<file path="src/rtl/keypad_scanner_if.sv">
// Signal bundle between the 4x4 keypad scanner and its surroundings.
// The matrix lines (row/col) and the decoded key outputs.
// master: the scanner, which drives the columns and the key outputs.
// slave:  the keypad/consumer side, which drives the rows and reads the rest.
interface keypad_scanner_if;
  logic [3:0] row;             // active-low rows, asynchronous to clk
  logic [3:0] col;             // active-low column drive, exactly one bit low
  logic       keypad_pressed;  // debounced "a key is down" level
  logic [3:0] key_code;        // {row_idx, col_idx} of the last accepted key
  logic       key_valid;       // one-cycle strobe per accepted press

  modport master (
    input  row,
    output col,
    output keypad_pressed,
    output key_code,
    output key_valid
  );

  modport slave (
    output row,
    input  col,
    input  keypad_pressed,
    input  key_code,
    input  key_valid
  );
endinterface

</file>
<file path="src/rtl/keypad_scanner.sv">
// 4x4 matrix keypad scanner and debouncer.
// Walks a single low column across the matrix once per scan tick. When a
// synchronised row reads low, the column is frozen and that one row is
// debounced for press and then for release. Each accepted press produces a
// one-cycle key_valid strobe and a held key_code; keypad_pressed stays high
// from the accepted press until the accepted release.
module keypad_scanner #(
  parameter int SCAN_DIV    = 27000,  // clk cycles per scan tick
  parameter int DEBOUNCE_MS = 20      // ticks a level must hold; must be >= 2
) (
  input  logic             clk,
  input  logic             rst,
  keypad_scanner_if.master kp
);

  localparam int TICK_W = (SCAN_DIV > 1) ? $clog2(SCAN_DIV) : 1;
  localparam int DEB_W  = $clog2(DEBOUNCE_MS);

  localparam logic [TICK_W-1:0] TICK_LAST = TICK_W'(SCAN_DIV - 1);
  localparam logic [DEB_W-1:0]  DEB_LAST  = DEB_W'(DEBOUNCE_MS - 1);

  localparam logic [3:0] COL_FIRST = 4'b1110;
  localparam logic [3:0] ROWS_IDLE = 4'b1111;

  localparam logic [1:0] ST_SCAN     = 2'd0;
  localparam logic [1:0] ST_DEBOUNCE = 2'd1;
  localparam logic [1:0] ST_HOLD     = 2'd2;
  localparam logic [1:0] ST_RELEASE  = 2'd3;

  // Synchronised rows
  logic [3:0]        rs_meta;
  logic [3:0]        rs;

  // Scan timebase
  logic [TICK_W-1:0] tick_cnt;
  logic              tick;

  // Controller state and its next-state values
  logic [1:0]        state,   state_nxt;
  logic [DEB_W-1:0]  deb_cnt, deb_nxt;
  logic [3:0]        col_q,   col_nxt;
  logic [1:0]        row_idx, row_idx_nxt;
  logic [1:0]        col_idx, col_idx_nxt;
  logic [3:0]        code_q,  code_nxt;
  logic              valid_q, valid_nxt;
  logic              pressed_q, pressed_nxt;

  // The one row being debounced reads high (key up) this cycle
  logic              row_up;

  // Next column in the walk: 1110 -> 1101 -> 1011 -> 0111 -> 1110.
  function automatic logic [3:0] col_rotate(input logic [3:0] c);
    return {c[2:0], c[3]};
  endfunction

  // Index of the low bit of a one-hot-low column word.
  function automatic logic [1:0] col_index(input logic [3:0] c);
    logic [1:0] idx;
    case (c)
      4'b1110: idx = 2'd0;
      4'b1101: idx = 2'd1;
      4'b1011: idx = 2'd2;
      4'b0111: idx = 2'd3;
      default: idx = 2'd0;
    endcase
    return idx;
  endfunction

  // Lowest-numbered low row; row 0 has the highest priority.
  function automatic logic [1:0] low_row_index(input logic [3:0] r);
    logic [1:0] idx;
    if      (!r[0]) idx = 2'd0;
    else if (!r[1]) idx = 2'd1;
    else if (!r[2]) idx = 2'd2;
    else            idx = 2'd3;
    return idx;
  endfunction

  // Two-flop synchroniser for the asynchronous row inputs.
  always_ff @(posedge clk) begin
    // NOTE: reset is synchronous here, so it acts only on a clock edge and
    // every register, including the synchroniser, gets its value from that edge.
    if (rst) begin
      rs_meta <= ROWS_IDLE;
      rs      <= ROWS_IDLE;
    end else begin
      // NOTE: non-blocking, so rs takes the old rs_meta and the two stages stay
      // distinct; blocking assignments would collapse them into one flop.
      rs_meta <= kp.row;
      rs      <= rs_meta;
    end
  end

  // Free-running scan timebase: one tick every SCAN_DIV clocks.
  always_ff @(posedge clk) begin
    if (rst) begin
      tick_cnt <= '0;
    end else if (tick_cnt == TICK_LAST) begin
      tick_cnt <= '0;
    end else begin
      tick_cnt <= tick_cnt + TICK_W'(1);
    end
  end

  assign tick   = (tick_cnt == TICK_LAST);
  assign row_up = rs[row_idx];

  // Scan / debounce / hold / release decisions, taken only on tick cycles.
  always_comb begin
    // NOTE: every output gets a default before the case, so a path that does
    // not mention a signal holds its value and no latch is inferred.
    state_nxt   = state;
    deb_nxt     = deb_cnt;
    col_nxt     = col_q;
    row_idx_nxt = row_idx;
    col_idx_nxt = col_idx;
    code_nxt    = code_q;
    valid_nxt   = 1'b0;
    pressed_nxt = pressed_q;

    if (tick) begin
      case (state)
        ST_SCAN: begin
          if (rs != ROWS_IDLE) begin
            // Freeze the column and remember which key we are looking at.
            row_idx_nxt = low_row_index(rs);
            col_idx_nxt = col_index(col_q);
            state_nxt   = ST_DEBOUNCE;
            deb_nxt     = '0;
          end else begin
            col_nxt = col_rotate(col_q);
          end
        end

        ST_DEBOUNCE: begin
          if (!row_up) begin
            if (deb_cnt == DEB_LAST) begin
              // Press accepted: strobe, raise the level and publish the code.
              state_nxt   = ST_HOLD;
              deb_nxt     = '0;
              valid_nxt   = 1'b1;
              pressed_nxt = 1'b1;
              code_nxt    = {row_idx, col_idx};
            end else begin
              deb_nxt = deb_cnt + DEB_W'(1);
            end
          end else begin
            // Bounce: abandon silently and carry on walking the columns.
            state_nxt = ST_SCAN;
            deb_nxt   = '0;
            col_nxt   = col_rotate(col_q);
          end
        end

        ST_HOLD: begin
          // Only the accepted key's row matters; other rows are ignored.
          if (row_up) begin
            state_nxt = ST_RELEASE;
            deb_nxt   = '0;
          end
        end

        ST_RELEASE: begin
          if (row_up) begin
            if (deb_cnt == DEB_LAST) begin
              state_nxt   = ST_SCAN;
              deb_nxt     = '0;
              pressed_nxt = 1'b0;
              col_nxt     = col_rotate(col_q);
            end else begin
              deb_nxt = deb_cnt + DEB_W'(1);
            end
          end else begin
            // Release glitch: the key is still down, no new strobe.
            state_nxt = ST_HOLD;
            deb_nxt   = '0;
          end
        end

        default: begin
          state_nxt = ST_SCAN;
          deb_nxt   = '0;
          col_nxt   = COL_FIRST;
        end
      endcase
    end
  end

  // Controller registers and registered outputs.
  always_ff @(posedge clk) begin
    if (rst) begin
      state     <= ST_SCAN;
      deb_cnt   <= '0;
      col_q     <= COL_FIRST;
      row_idx   <= 2'd0;
      col_idx   <= 2'd0;
      code_q    <= 4'd0;
      valid_q   <= 1'b0;
      pressed_q <= 1'b0;
    end else begin
      state     <= state_nxt;
      deb_cnt   <= deb_nxt;
      col_q     <= col_nxt;
      row_idx   <= row_idx_nxt;
      col_idx   <= col_idx_nxt;
      code_q    <= code_nxt;
      valid_q   <= valid_nxt;
      pressed_q <= pressed_nxt;
    end
  end

  assign kp.col            = col_q;
  assign kp.key_code       = code_q;
  assign kp.key_valid      = valid_q;
  assign kp.keypad_pressed = pressed_q;

endmodule

</file>
<file path="src/flat_wrapper.sv">
// flat-port wrapper written by rule: the top's interface ports become plain ports
module keypad_scanner_flat 
#(
  parameter int SCAN_DIV    = 27000,                             
  parameter int DEBOUNCE_MS = 20                                              
)
  (clk, rst, kp_row, kp_col, kp_keypad_pressed, kp_key_code, kp_key_valid);
  keypad_scanner_if kp_i ();
  input  logic clk;
  input  logic rst;
  input wire logic [$bits(kp_i.row)-1:0] kp_row;
  output wire logic [$bits(kp_i.col)-1:0] kp_col;
  output wire logic [$bits(kp_i.keypad_pressed)-1:0] kp_keypad_pressed;
  output wire logic [$bits(kp_i.key_code)-1:0] kp_key_code;
  output wire logic [$bits(kp_i.key_valid)-1:0] kp_key_valid;
  assign kp_i.row = kp_row;
  assign kp_col = kp_i.col;
  assign kp_keypad_pressed = kp_i.keypad_pressed;
  assign kp_key_code = kp_i.key_code;
  assign kp_key_valid = kp_i.key_valid;
  keypad_scanner #(.SCAN_DIV(SCAN_DIV), .DEBOUNCE_MS(DEBOUNCE_MS)) u_core (.clk(clk), .rst(rst), .kp(kp_i));
endmodule
</file>
<file path="config.mk">
export PLATFORM = sky130hd
export DESIGN_NAME = keypad_scanner_flat
export DESIGN_NICKNAME = d
export VERILOG_FILES = /design/src/rtl/keypad_scanner_if.sv /design/src/rtl/keypad_scanner.sv /design/src/flat_wrapper.sv
export SDC_FILE = /design/constraint.sdc
export NUM_CORES = 1
export LEC_CHECK = 0
export BUFFER_PORTS_ARGS = -buffer_cell sky130_fd_sc_hd__buf_2
export CAP_MARGIN = 10
export CORE_MARGIN = 8
export CORE_UTILIZATION = 40
export CTS_CLUSTER_DIAMETER = 150
export CTS_CLUSTER_SIZE = 28
export DETAILED_ROUTE_END_ITERATION = 10
export GPL_TIMING_DRIVEN = 0
export HOLD_SLACK_MARGIN = 0.12
export PLACE_DENSITY = 0.6
export SLEW_MARGIN = 20
export SYNTH_ARGS = -nofsm -noshare
export SYNTH_HDL_FRONTEND = slang
export SYNTH_SLANG_ARGS = --single-unit
</file>
<file path="constraint.sdc">
create_clock -name clk -period 2.2 [get_ports clk]
set_input_delay 0.55 -clock clk [delete_from_list [all_inputs] [get_ports clk]]
set_output_delay 0.55 -clock clk [all_outputs]
set_load 0.03 [all_outputs]
</file>
==> impl_metrics.csv <==
group,metric,value,unit
timing,setup_tns,0,ns
floorplan,top_level_ports,16,
synth,syn-cell-area,1894,um^2
cells_and_area,layout_cells_sized_above_1,0.1855,
synth,synth_compound_area_frac,0.06209,
floorplan,chipHeight,84.82,um
timing,grt_setup_unrepaired,"false",
synth,share_of_synthesized_registers_carrying_an_async_set_or_reset,0,
setup_path,cp-start-kind,"register",
cells_and_area,antenna_cells_inserted,0,
place,place_area,2037,um^2
detailed_routing,num_vias,1372,
detailed_routing,vias_per_cell,4.989,
cells_and_area,layout_common_cells,"44 x sky130_fd_sc_hd__dfxtp_1, 33 x sky130_fd_sc_hd__nor2_1, 15 x sky130_fd_sc_hd__buf_2",
global_routing,grt_use_met1,0.1278,
timing,timing.slew.headroom,0.6362,
timing,finalWorstSetupSlack,0.1531,ns
floorplan,core_region_area,4629,um^2
cells_and_area,flow.area_growth_from_synthesis,13.21,%
clock_tree,cts.htree.levels,2,
synth,synth_adder_area_share,0.01321,
floorplan,floorplan.initialDensity,0.4092,
setup_path,critPathArrivalTime,2.21,ns
clock_tree,numClockSinks,44,
synth,sequential_fraction_of_the_synthesis_area,0.4650,
clock_tree,tritoncts,"yes",
cells_and_area,multi_input_area,975.9,um^2
timing,timing.final.setup_violations,0,
timing,tightestPinTransition,0.5424,ns
synth,avgSynthCellArea,9.567,um^2
global_routing,via_count_of_the_first_global_routing_pass,1341,
place,dp_worst_slack,0.1721,ns
clock_tree,cts-buffers-inserted,5,
detailed_routing,postRouteWirelength,3383,um
place,place.port_buffers,15,
cells_and_area,layout.filler_cells,449,
setup_path,endpoint_kind,"register",
detailed_routing,drt_pre_antenna_iters,4,
global_routing,global_route.peak_usage_layer,"met2",
clock_tree,cts.reportedPaths.clkPinSlew,0.08,ns
synth,synthesis.instances,198,
synth,synth.ff_latch_count,44,
pwr,total_leakage_power,0.0007911,uW
timing,final.period_utilization,0.9304,
place,globalplace.congestion,0.7197,
clock_tree,post_cts_resized,0,
detailed_routing,detailedRoute.firstIterationViolations,71,
timing,timing.final.hold_violations,0,
cells_and_area,regArea,880.8,um^2
global_routing,globalRouteOverflowTotal,0,
synth,synth-simple-area-share,0.3111,
global_routing,track_usage,0.1019,
timing,period_minus_slack,2.047,ns
global_routing,largest_net_degree_at_the_start_of_global_routing,14,
synth,combinational_family_with_the_most_area_after_synthesis,"simple AND/OR/NAND/NOR gates",
worst_hold_path,hold_wc_startpoint,"u_core.rs_meta[1]$_SDFF_PP1_",
global_routing,groute.layer.met3.usage,0.02703,
floorplan,die_width,84.82,um
run_status,run_status,"completed",
global_routing,grt_use_met2,0.1546,
global_routing,antenna_found_initial,0,
job,drv_cap,0,
cells_and_area,fin_area,2145,um^2
setup_path,critical_path.reg2reg.startpoint,"u_core.deb_cnt[0]$_SDFFE_PP0P_",
synth,synth-edff-count,0,
clock_tree,clock-root-buffer,"sky130_fd_sc_hd__clkbuf_8",
pwr,areal_power_density_over_the_cells,688.7,nW/um^2
clock_tree,skew_pair_late_insertion_delay,0.29,ns
setup_path,worstSetupPathType,"reg2reg",
timing,finalClockSkew,0.005469,ns
synth,synth.area.mux_share,0.05945,
clock_tree,post_cts_setup_bufs,0,
synth,synth_nets,206,
detailed_routing,antenna_violating_nets_post_route,0,
synth,synth_warnings,0,
cells_and_area,net_count_reported_at_finish,228,
timing,max_clock_freq,488.6,MHz
synth,ys.flop_type,"sky130_fd_sc_hd__dfxtp_1",
clock_tree,clock_path_buffers,2,
detailed_routing,drc,0,
cells_and_area,mostFrequentLayoutCell,"sky130_fd_sc_hd__dfxtp_1",
floorplan,die-area,7194,um^2
synth,synth.distinct_cells,42,
global_routing,grt_pass1_wl,5982,um
floorplan,core.rowCount,25,
setup_path,critPathLaunch,"u_core.deb_cnt[0]$_SDFFE_PP0P_",
detailed_routing,post_drt_wl_per_cell,12.30,um
worst_hold_path,holdCritPathClass,"reg2reg",
timing,finalMaxSlewViolations,0,
place,detailedPlacementHpwl,2452,um
setup_path,worst_ep_required_time,2.36,ns
setup_path,largest_fanout_on_the_critical_path,5,
synth,post_synth_xor_area_fraction,0.06935,
pwr,irDropWorstVdd,0.0003398,V
clock_tree,cts_hold_buf,0,
-- layer usage --
layer / part of all wire / vias up
li1: - / 727
met1: 0.52 / 628
met2: 0.45 / 15
met3: 0.023 / 2
met4: 0.013 / 0
met5: 0 / -
-- synthesized netlist by cell type, types with 2 or more instances --
master,number,share of area
sky130_fd_sc_hd__nand3_1,9,0.024
sky130_fd_sc_hd__xor2_1,12,0.055
sky130_fd_sc_hd__inv_1,4,0.0079
sky130_fd_sc_hd__nor3b_1,2,0.0079
sky130_fd_sc_hd__a211oi_1,2,0.0079
sky130_fd_sc_hd__dfxtp_1,44,0.46
sky130_fd_sc_hd__and4bb_1,2,0.013
sky130_fd_sc_hd__ha_1,2,0.013
sky130_fd_sc_hd__nand2_1,7,0.014
sky130_fd_sc_hd__nor3_1,3,0.0079
sky130_fd_sc_hd__and4_1,2,0.0092
sky130_fd_sc_hd__o21ai_1,3,0.0079
sky130_fd_sc_hd__clkbuf_1,5,0.0099
sky130_fd_sc_hd__a21oi_1,11,0.029
sky130_fd_sc_hd__nand2b_1,9,0.030
sky130_fd_sc_hd__mux2i_1,9,0.048
sky130_fd_sc_hd__nand4_1,5,0.017
sky130_fd_sc_hd__or2_2,8,0.026
sky130_fd_sc_hd__nor2_1,33,0.065
sky130_fd_sc_hd__nor4_4,2,0.022
sky130_fd_sc_hd__xnor2_1,3,0.014
-- power breakdown --
part           total, uW  leakage, uW  switching (uW)  internal [uW]
clock                600    0.0000552             263            337
sequential           819     0.000357            8.45            810
combinational       58.6     0.000379            36.1           22.5
-- cell families after synthesis --
family                     Yosys count
and+or+nand+nor                     97
DFF                                 44
AOI/OAI and AO/OA                   20
xor gates and xnor gates            15
buffers and inverters               10
muxes                               10
adders and majority gates            2
-- cell type report --
cell class              count  share of cell area
multi-input cells         144              0.4551
flip-flops and latches     44              0.4107
repair buffers             15             0.03501
clock buffers               6             0.03384
well taps                  54             0.03151
clock inverters             2             0.01634
plain buffers               6             0.01050
inverters                   4            0.007001
-- flip-flops by register name (all words and copies together), names as in the netlist, named ones only --
signal / cells
u_core.kp.key_code: 4
u_core.kp.col: 4
u_core.tick_cnt: 15
u_core.col_idx: 2
u_core.state: 1
u_core.kp.keypad_pressed: 1
u_core.rs_meta: 4
u_core.row_idx: 2
u_core.rs: 4
u_core.deb_cnt: 5
u_core.kp.key_valid: 1
-- final timing paths --
check	endpoint	slack, ns	depth (start not counted)
setup / recovery	u_core.kp.key_code[0]$_SDFFE_PP0P_	0.15	6
hold / removal	u_core.rs[1]$_SDFF_PP1_	0.41	1
setup reg to reg	u_core.kp.key_code[0]$_SDFFE_PP0P_	0.15	6
hold reg to reg	u_core.rs[1]$_SDFF_PP1_	0.41	1
-- worst max-delay path, cell delays in order, from the launching register on --
cell	delay, ns
sky130_fd_sc_hd__dfxtp_1	0.38
sky130_fd_sc_hd__ha_1	0.22
sky130_fd_sc_hd__nor4bb_1	0.39
sky130_fd_sc_hd__nand2_1	0.21
sky130_fd_sc_hd__nor4_4	0.42
sky130_fd_sc_hd__mux2i_1	0.25
sky130_fd_sc_hd__nor2_1	0.06
-- per-stage QoR --
stage / instances / power, uW / utilization / hold slack, ns
after floorplan: 198 / 878.2 / - / 0.3895
after detailed placement: 267 / 897.8 / 0.4400 / 0.3945
after CTS: 275 / 1503 / 0.4632 / 0.4148
after global placement: 267 / 897.1 / 0.4400 / 0.3951
final: 275 / 1477 / 0.4632 / 0.4099
after global routing: 275 / 1542 / 0.4632 / 0.4192
Note: power is estimated with default switching activity, not from simulation.
